===== config.mk =====
export PLATFORM = sky130hd
export DESIGN_NAME = player_tracker
export DESIGN_NICKNAME = d
export VERILOG_FILES = /design/src/rtl/game_pkg.sv /design/src/rtl/occupancy_check.sv /design/src/rtl/player_tracker.sv
export SDC_FILE = /design/constraint.sdc
export NUM_CORES = 1
export LEC_CHECK = 0
export ABC_AREA = 1
export BUFFER_PORTS_ARGS = -buffer_cell sky130_fd_sc_hd__buf_2
export CORE_MARGIN = 1.5
export CORE_UTILIZATION = 52
export DETAILED_ROUTE_END_ITERATION = 7
export PLACE_DENSITY_LB_ADDON = 0.15
export SETUP_SLACK_MARGIN = 0.4
export SYNTH_ARGS = -nofsm -noshare
export SYNTH_HDL_FRONTEND = slang
export SYNTH_SLANG_ARGS = --single-unit

===== constraint.sdc =====
create_clock -name clk -period 2.35 [get_ports clk]
set_clock_uncertainty 0.15 [all_clocks]
set_input_delay 0.3525 -clock clk [delete_from_list [all_inputs] [get_ports clk]]
set_output_delay 0.3525 -clock clk [all_outputs]
set_load 0.01 [all_outputs]

===== src/rtl/game_pkg.sv =====
// rtl/game_pkg.sv - shared constants, state enum and start-position helper for the chick-race tracker
//
// Purpose: single source of truth for track size, player count, index widths
// and the tracker FSM encoding. Imported by occupancy_check and player_tracker.
// Ports: none (package).
package game_pkg;

    localparam int NUM_TILES     = 16;
    localparam int MAX_PLAYERS   = 4;
    localparam int START_SPACING = 4;
    localparam int TILE_W        = $clog2(NUM_TILES);
    localparam int PLAYER_W      = $clog2(MAX_PLAYERS);

    typedef enum logic [1:0] {
        IDLE = 2'd0,
        SEEK = 2'd1,
        WAIT = 2'd2,
        MOVE = 2'd3
    } tracker_state_t;

    // Game-start tile of player idx. The multiply wraps naturally at TILE_W bits.
    function automatic logic [TILE_W-1:0] start_pos(input int idx);
        return TILE_W'(idx * START_SPACING);
    endfunction

endpackage


===== src/rtl/occupancy_check.sv =====
// rtl/occupancy_check.sv - combinational test of one candidate tile against all active opponents
//
// Purpose: reports whether any active opponent (index <= N, index != T) sits on
// the candidate tile, and which ones.
// Ports:
//   cand          in   tile under test
//   positions     in   packed player positions, player i in [TILE_W*i +: TILE_W]
//   N             in   active players minus one
//   T             in   current player (excluded from the comparison)
//   occupied      out  1 = at least one active opponent on cand
//   occupant_mask out  bit j = opponent j on cand
module occupancy_check
    import game_pkg::*;
(
    input  logic [TILE_W-1:0]             cand,
    input  logic [MAX_PLAYERS*TILE_W-1:0] positions,
    input  logic [PLAYER_W-1:0]           N,
    input  logic [PLAYER_W-1:0]           T,
    output logic                          occupied,
    output logic [MAX_PLAYERS-1:0]        occupant_mask
);

    always_comb begin
        occupant_mask = '0;
        for (int j = 0; j < MAX_PLAYERS; j++) begin
            if ((PLAYER_W'(j) <= N) && (PLAYER_W'(j) != T) &&
                (positions[j*TILE_W +: TILE_W] == cand)) begin
                occupant_mask[j] = 1'b1;
            end
        end
    end

    assign occupied = |occupant_mask;

endmodule


===== src/rtl/player_tracker.sv =====
// rtl/player_tracker.sv - chick position registers, next-free-tile search and move commit
//
// Purpose: holds every player's tile, searches one candidate per cycle for the
// first tile ahead of player T that no active opponent occupies, presents it on
// position_data, then commits or abandons the move when the match result returns.
// Optional feature macro: STEAL_TAIL_EN (reports jumped opponents on steal_*).
// Ports:
//   clk, rst       clock; asynchronous active-high reset
//   start          new game: reinitialise positions (highest priority)
//   N, T           active players minus one; current player
//   turn_start     begin target search for player T (IDLE only)
//   move_req, go   match result present / 1 = matched, move (WAIT only)
//   position_data  tile the current player must reveal
//   target_valid   high in WAIT
//   busy           high in SEEK and MOVE
//   move_done      one-cycle pulse in MOVE; moved = player advanced
//   positions      packed positions, player i in bits [4i+3:4i]
//   turn_err       one-cycle pulse after turn_start with T > N
//   steal_valid    one-cycle pulse with move_done when opponents were jumped
//   steal_mask     bit i = opponent i was jumped
module player_tracker
    import game_pkg::*;
(
    input  logic                          clk,
    input  logic                          rst,
    input  logic                          start,
    input  logic [PLAYER_W-1:0]           N,
    input  logic [PLAYER_W-1:0]           T,
    input  logic                          turn_start,
    input  logic                          move_req,
    input  logic                          go,
    output logic [TILE_W-1:0]             position_data,
    output logic                          target_valid,
    output logic                          busy,
    output logic                          move_done,
    output logic                          moved,
    output logic [MAX_PLAYERS*TILE_W-1:0] positions,
    output logic                          turn_err,
    output logic                          steal_valid,
    output logic [MAX_PLAYERS-1:0]        steal_mask
);

    tracker_state_t        state;
    tracker_state_t        state_next;
    logic [TILE_W-1:0]     pos [MAX_PLAYERS];
    logic [TILE_W-1:0]     cand;
    logic [TILE_W-1:0]     target;
    logic [PLAYER_W-1:0]   t_r;
    logic                  go_r;
    logic                  turn_err_r;
    logic                  occupied;
    logic [MAX_PLAYERS-1:0] occ_mask;

    // Only a legal turn leaves IDLE; an illegal one just raises turn_err.
    logic turn_ok;
    assign turn_ok = turn_start && (T <= N);

    always_comb begin
        positions = '0;
        for (int i = 0; i < MAX_PLAYERS; i++) begin
            positions[i*TILE_W +: TILE_W] = pos[i];
        end
    end

    // T is compared through the latched copy so a mid-search change on T is harmless.
    occupancy_check u_occupancy_check (
        .cand          (cand),
        .positions     (positions),
        .N             (N),
        .T             (t_r),
        .occupied      (occupied),
        .occupant_mask (occ_mask)
    );

    always_comb begin
        state_next = state;
        case (state)
            IDLE: if (turn_ok) state_next = SEEK;
            SEEK: if (!occupied) state_next = WAIT;
            WAIT: if (move_req) state_next = MOVE;
            MOVE: state_next = IDLE;
            default: state_next = IDLE;
        endcase
    end

    always_ff @(posedge clk or posedge rst) begin
        if (rst) begin
            state      <= IDLE;
            cand       <= '0;
            target     <= '0;
            t_r        <= '0;
            go_r       <= 1'b0;
            turn_err_r <= 1'b0;
            for (int i = 0; i < MAX_PLAYERS; i++) pos[i] <= start_pos(i);
        end else if (start) begin
            state      <= IDLE;
            cand       <= '0;
            target     <= '0;
            t_r        <= '0;
            go_r       <= 1'b0;
            turn_err_r <= 1'b0;
            for (int i = 0; i < MAX_PLAYERS; i++) pos[i] <= start_pos(i);
        end else begin
            state      <= state_next;
            turn_err_r <= 1'b0;
            case (state)
                IDLE: begin
                    if (turn_ok) begin
                        t_r  <= T;
                        cand <= pos[T] + TILE_W'(1);
                    end else if (turn_start) begin
                        turn_err_r <= 1'b1;
                    end
                end
                SEEK: begin
                    // Wrap 15 -> 0 comes for free from the TILE_W-bit add.
                    if (occupied) cand   <= cand + TILE_W'(1);
                    else          target <= cand;
                end
                WAIT: begin
                    if (move_req) begin
                        go_r <= go;
                        if (go) pos[t_r] <= target;
                    end
                end
                default: ;
            endcase
        end
    end

    assign position_data = target;
    assign target_valid  = (state == WAIT);
    assign busy          = (state == SEEK) || (state == MOVE);
    assign move_done     = (state == MOVE);
    assign moved         = (state == MOVE) && go_r;
    assign turn_err      = turn_err_r;

`ifdef STEAL_TAIL_EN
    // Accumulates every opponent hopped over during the current search.
    logic [MAX_PLAYERS-1:0] skip;

    always_ff @(posedge clk or posedge rst) begin
        if (rst) begin
            skip <= '0;
        end else if (start) begin
            skip <= '0;
        end else if (state == IDLE && turn_ok) begin
            skip <= '0;
        end else if (state == SEEK && occupied) begin
            skip <= skip | occ_mask;
        end
    end

    assign steal_valid = (state == MOVE) && go_r && (|skip);
    assign steal_mask  = steal_valid ? skip : '0;
`else
    logic unused_occ_mask;
    assign unused_occ_mask = ^occ_mask;
    assign steal_valid     = 1'b0;
    assign steal_mask      = '0;
`endif

endmodule


# Word-level counts from Yosys, hierarchy flattened
# Index checks and enable logic that the tools add are counted.
# totals
inputBits,10
out_inout_bits,30
register_bits,30
word_cells,101
# classes
muxes,36
magnitude_cmp,8
n_reduce_logical,28
bitwise_logic,2
n_eq_ne,15
add_sub_neg,2
# op_table
cell,n
$mux W16,4
$mux W4,9
$bwmux W16,1
$eq A4 B4 Y1,4
$mux W2,7
$reduce_bool A2 Y1,7
$ne A3 B3 Y1 const B,4
$logic_and A1 B1 Y1,11
$mux W1,11
$reduce_and A3 Y1,3
$add A4 B1 Y4 const B,2
$bmux W4 S2,1
$demux W4 S2,1
$pmux W2 S4,1
$pmux W4 S2,1
$ge A3 B3 Y1 const B,2
$not A2 Y3,2
$reduce_and A2 Y1,3
$eq A2 B2 Y1 const B,2
$le A1 B2 Y1 const A,2
$le A2 B2 Y1 const A,2
$ne A2 B2 Y1 const A,2
$reduce_or A4 Y1,1
$lt A3 B1 Y1 const B,1
other kinds (7),7

# Logic depth before layout (Yosys ltp)
# Gate-level depths: netlist of run 1.
# depth
ltp_word,10
depth_mapped,12
ltp_nobuf,11

# Modules after synthesis
# A second synthesis of run 1 with hierarchy kept.
# unflattened
cells_unflattened,285
hier_area_um2,2099.5
# by_module_without_submodules
mod,seq_area_each_um2,cells_each,n_inst,area_per_inst_um2
player_tracker,755.7,206,1,1726.7
occupancy_check,0.0,79,1,372.9

# Worst setup path before layout of run 1
# OpenSTA, ideal clock, no wires.
# synth_timing
path_kind,input to register
from,in T[0]
to,reg cand[2]
setup_time_ns,0.123
required_time_ns,2.077
arrival_time_ns,1.542
path_stages,10
path_slack_ns,0.535
path_buffers,1
cell_sequence,buf_4 inv_4 ha_1 nand2_1 o21ai_1 a21oi_1 a31oi_1 nand2_4 nand2_2 o21ai_2
# synth_via
elab_chain_len,8
word_cells_on_any_way,12
classes_between,add/sub (1); order compare (1); eq/ne (1); mux (6); bitwise (1); reduce/logical (2)
# synth_rtl
item,line,rtl
"start, declared",player_tracker.sv:28,"input logic [PLAYER_W-1:0] T,"
$not A2 Y3 (implied by the code),player_tracker.sv:110,cand <= pos[T] + TILE_W'(1);
$bmux W4 S2,player_tracker.sv:110,
$mux W4 (implied by the code) (2 in a row),player_tracker.sv:110,
$add A4 B1 Y4,player_tracker.sv:110,
$mux W4,player_tracker.sv:108,if (turn_ok) begin
$pmux W4 S2,player_tracker.sv:106,case (state)
$mux W4,player_tracker.sv:95,end else if (start) begin
"end signal, assigned",player_tracker.sv:110,
"end signal, assigned",player_tracker.sv:117,if (occupied) cand <= cand + TILE_W'(1);
"end, declared",player_tracker.sv:46,logic [TILE_W-1:0] cand;
# Several ways; a longest one is shown, not always the timed one. The select of a mux whose other input is x is not followed.
# A chain may end at the register's enable or synchronous reset.

# Worst setup path in the final report of run 1
# layout_timing
from,reg state[1]
to,out busy
# layout_via
elab_chain_len,2
word_cells_on_any_way,3
classes_between,eq/ne (2); reduce/logical (1)
# layout_rtl
item,line,rtl
"start, declared",player_tracker.sv:43,tracker_state_t state;
"start signal, assigned",player_tracker.sv:104,state <= state_next;
$eq A2 B1 Y1 or $eq A2 B2 Y1 (tied branches),player_tracker.sv:133,assign busy = (state == SEEK) || (state == MOVE);
$logic_or A1 B1 Y1 (*),player_tracker.sv:133,
"end, declared",player_tracker.sv:34,"output logic busy,"
# Every way passes the cells marked *; elsewhere a longest branch is shown, timed or not.

==> results of run 1 <==
-- critical path, cell delays in order (launching register included) --
cell and delay (ps):
dfrtp_1 390, inv_1 80, ha_2 190, or2_2 300
buf_2 140
-- stage by stage --
step           instances  setup slack [ps]  hold WS, ps  cell area, sq um
4_1_cts              370             411.4        199.5              2278
2_1_floorplan        290             534.9        290.3              2039
5_1_grt              371             378.7        205.9              2293
3_5_place_dp         361             336.8        297.4              2177
6_report             371             449.7        193.1              2293
3_3_place_gp         361             368.9        288.9              2177
-- cell usage after synthesis (all sizes together) --
master / count
nand4: 2
dfrtp: 26
nand3: 30
buf: 13
o32ai: 1
o22ai: 11
xnor2: 2
nor3b: 1
clkinv: 1
nand2: 108
nor3: 1
conb: 1
a21oi: 7
dfstp: 4
nand3b: 1
ha: 7
a31oi: 1
nor2: 23
or2: 1
o21ai: 12
inv: 33
-- power by group through the flow --
stage	Combinational, W	Sequential [W]	Clock [W]
detailed placement	0.000730	0.000718	0
global route	0.000857	0.000729	0.000459
CTS	0.000740	0.000710	0.000445
global placement	0.000721	0.000718	0
finish	0.000753	0.000714	0.000443
floorplan	0.000654	0.000654	0
-- area by class of cell --
| class | count | area, sq um |
|---|---|---|
| clock buffers | 7 | 86.33 |
| clock inverters | 1 | 5.005 |
| fillers | 372 | 1395 |
| inverters | 34 | 138.9 |
| multi-input cells | 213 | 1042 |
| flip-flops and latches | 30 | 758.2 |
| well taps | 48 | 60.06 |
| repair buffers | 38 | 202.7 |
-- routing by layer --
layer,wire [microns],GRT usage (%)
met1,2293,34.60
met2,2328,39.80
met3,313,3.767
met4,157,15.10
met5,0,0
-- how the worst max path moves through the flow --
stage	start	end	cells after the start
detailed placement	T[0]	cand[2]$_DFFE_PP0P_	10
floorplan	T[0]	cand[2]$_DFFE_PP0P_	10
global route	state[1]$_DFFE_PP0P_	cand[2]$_DFFE_PP0P_	9
finish	state[1]$_DFFE_PP0P_	busy	4
CTS	state[1]$_DFFE_PP0P_	busy	4
global placement	N[1]	cand[2]$_DFFE_PP0P_	11
-- timing repair --
item	CTS	global route
gates resized for setup	0	5
setup buffers	0	1
hold buffers	1	0
hold endpoints to repair	26	0
endpoints found under the setup margin	0	7
-- logic make-up after synthesis --
kind of cell | after synthesis | share of synthesized area [%]
AOI/OAI and AO/OA | 32 | 9.766
adders and majority gates | 7 | 4.326
other | 1 | 0.1852
and+or+nand+nor | 167 | 35.35
xor gates and xnor gates | 2 | 0.8654
buffers and inverters | 47 | 12.18
DFF | 30 | 37.33
-- flip-flops by register name, summed over array words and instances, names as in the netlist --
register / cells
go_r: 1
position_data: 4
positions: 16
state: 2
t_r: 2
turn_err: 1
cand: 4
==> summary.txt, run 1 <==
crit path max fanout -> 4
Critical Path RT -> 1850 ps
status -> complete, no violations
sequential fraction of the synthesis area -> 37.33%
WHS Path Cells -> 2
first-pass GRT wire length -> 8238 microns
Syn Area/Cell -> 7.078 sq um
share of cells above drive strength 1 -> 22.91%
Syn Std Cell Area -> 0.002024 sq mm
Worst Reg-to-Reg Cells -> 9
Area growth syn-to-layout -> 13.29%
post-layout util -> 62.18%
clk sinks -> 30
Flop pwr share -> 37.4%
post-synth top area cell -> dfrtp_1
period utilization -> 80.87%
f_max -> 526.2 MHz
DRC Markers -> 0
NumNets Final -> 339
#FFs+latches synth -> 30
most frequent cells in the layout -> nand2_1, buf_2, inv_1, nand3_1, dfrtp_1
Worst Hold End -> turn_err$_DFF_PP0_
largest net degree at the start of global routing -> 31
CP endpoint kind -> output port
Hold Vio Cnt, Final -> 0
Post-DRT Antenna Nets -> 0
R2R Setup Slk -> 540 ps
WL/cell -> 13.73 microns
die width -> 65.40 microns
pwr dens -> 832.7 mW/mm^2
most common cell after layout, fill and taps aside -> nand2_1
depth of the CTS H-tree -> 2
Cell Int Power -> 0.001105 W
RSZ-0062 raised after global routing -> true
Worst Min Path Start -> turn_start
Initial Util -> 54.88%
Root Buffer -> clkbuf_8
Comb pwr share -> 39.4%
Worst R2R End -> cand[2]$_DFFE_PP0P_
total wire length -> 5092 microns
worst min-delay path category -> primary input to flop
Core Area -> 0.003689 sq mm
post-synthesis cell type count -> 32
Ant. Diodes -> 0
Die ar. -> 0.004277 sq mm
std cell rows -> 22
CTS tree -> done
Synth top area share -> 32.14%
vias per inst -> 5.259
Sw Pwr -> 0.0008048 W
total grt overflow -> 0
HPWL after DPL -> 3852 microns
initial antenna violation count -> 0
gr usage total -> 25.88%
clk slew on worst S/H paths -> 70 ps
Power Total -> 0.001910 W
Port Buffers -> 34
Iter 0 DRT Violations -> 165
DR pass1 iterations -> 4
Clock Path Buffers -> 2
Synth area leaders -> dfrtp_1, nand2_1, nand3_1, dfstp_2, inv_1
DR vias -> 1951
critical path type -> flop to output port
TritonCTS Buffers -> 5
IO Count -> 40
Placer Congestion -> 0.9080
final setup violation count -> 0
post-layout min period -> 1900 ps
CP startpoint kind -> flop
Max Cap Viol -> 0
Worst Path Arrival -> 1400 ps
Post-Synthesis Cells -> 286
Max IR drop VDD -> 638.0 uV
vias in the first global route -> 1709
Clock Power Share -> 23.2%
Switching Share -> 42.14%
synth warn -> 0
Leakage -> 1.238 nW
Max Slew Vio Count -> 0
r2r startpoint -> state[1]$_DFFE_PP0P_
clock latency on the worst-skew pair -> 290 ps
Setup TNS -> 0 ps
Die Y -> 65.40 microns
Power figures use the tool's default switching activity.
==> inputs of run 2 (changes only) <==
==> constraint.sdc (replaced) <==
create_clock -name clk -period 2 [get_ports clk]
set_clock_uncertainty 0.15 [all_clocks]
set_input_delay 0.3 -clock clk [delete_from_list [all_inputs] [get_ports clk]]
set_output_delay 0.3 -clock clk [all_outputs]
set_load 0.01 [all_outputs]
==> summary.txt, run 2 (synthesized netlist as in run 1, its figures left out) <==
status -> complete, no violations
total wire length -> 7190 microns
post-layout min period -> 1866 ps
TritonCTS Buffers -> 5
post-layout util -> 78.12%
WP buf/inv -> 3
depth of the CTS H-tree -> 2
Worst Path Arrival -> 1940 ps
gr usage total -> 30.57%
Max Slew Vio Count -> 0
CP endpoint kind -> flop
Setup TNS -> 0 ps
clock latency on the worst-skew pair -> 300 ps
share of cells above drive strength 1 -> 46.13%
Core Area -> 0.003689 sq mm
IO Count -> 40
crit path max fanout -> 4
most frequent cells in the layout -> nand2_1, buf_2, buf_4, dfrtp_1, inv_1
Clock Path Buffers -> 2
DR pass1 iterations -> 5
std cell rows -> 22
NumNets Final -> 366
Critical Path RT -> 2080 ps
CP startpoint kind -> flop
final setup violation count -> 0
Max Cap Viol -> 0
cells along the critical path -> inv_2 > ha_4 > buf_6 > inv_6 > nand3_1 > nand2_2 > ha_4 > a21oi_2 > o21ai_2 > o21ai_2
hold_ws -> 135.6 ps
total grt overflow -> 0
DR vias -> 2346
Ant. Diodes -> 0
largest net degree at the start of global routing -> 31
RSZ-0062 raised after global routing -> true
Port Buffers -> 34
Die Y -> 65.40 microns
critical path type -> flop to flop
CTS tree -> done
initial antenna violation count -> 0
f_max -> 535.9 MHz
Placer Congestion -> 0.9777
CP max stage delay -> 420 ps
Die ar. -> 0.004277 sq mm
Leakage -> 1.416 nW
master of the slowest instance on the critical path -> dfrtp_1
WL/cell -> 18.11 microns
DRC Markers -> 0
clk slew on worst S/H paths -> 70 ps
vias per inst -> 5.909
worst min-delay path category -> primary input to flop
Hold Vio Cnt, Final -> 0
Max IR drop VDD -> 744.2 uV
critical path's top delay family -> compound AO/OA/AOI/OAI gates
pwr dens -> 1029 mW/mm^2
most common cell after layout, fill and taps aside -> nand2_1
vias in the first global route -> 2039
Post-DRT Antenna Nets -> 0
period utilization -> 93.30%
Iter 0 DRT Violations -> 265
post-route cell area -> 0.002882 sq mm
Initial Util -> 54.88%
first-pass GRT wire length -> 9577 microns
Power Total -> 0.002965 W
clk sinks -> 30
Root Buffer -> clkbuf_8
Cell Area, Placed -> 0.002253 sq mm
HPWL after DPL -> 4014 microns
Area growth syn-to-layout -> 42.34%
die width -> 65.40 microns
Largest register FFs -> 16
run 2: cell types whose count changed in the layout (fill, tap and decap cells not counted), sizes merged:
cell | before | now
buf | 37 | 64
clkinv | 2 | 1
run 2: final timing paths:
path,end,from,cells after the start,slack (ps)
setup / recovery,cand[2]$_DFFE_PP0P_,state[1]$_DFFE_PP0P_,10,130
hold / removal,turn_err$_DFF_PP0_,turn_start,2,140
setup reg to reg,cand[2]$_DFFE_PP0P_,state[1]$_DFFE_PP0P_,10,130
hold reg to reg,position_data[0]$_DFFE_PP0P_,position_data[0]$_DFFE_PP0P_,2,380
max in group asynchronous,positions[15]$_DFFE_PP1P_,rst,4,890
min in group asynchronous,cand[3]$_DFFE_PP0P_,rst,4,480
run 2: what timing repair did:
action                     CTS  global route
resized for setup           35            55
hold endpoints to repair    26             0
pin swaps                   10            27
setup endpoints to repair   29            32
setup buffers               18             7
hold buffers                 1             0
run 2: layout make-up:
cell class              count  area, sq um
clock buffers               7        76.32
fillers                   234        807.0
inverters                  34        151.4
multi-input cells         213         1388
flip-flops and latches     30        762.0
well taps                  48        60.06
repair buffers             65        444.2
run 2: report_power, final:
part	switching, W	internal (W)
logic	0.000951	0.000700
clock network	0.000230	0.000239
registers	0.000146	0.000698
run 2: stage by stage:
stage          std cells  setup slack, ps
6_report             397            134.0
5_1_grt              397            92.31
4_1_cts              390            188.3
3_5_place_dp         364            168.0
3_3_place_gp         364            212.1
2_1_floorplan        290            400.4
run 2: routing by layer:
layer  global-route usage (%)  wire, microns  part of all wire [%]
met1                    38.83           2747                    38
met5                        0              0                     0
met2                    48.09           3368                    47
met4                    14.32            262                   3.6
met3                    8.733            813                    11
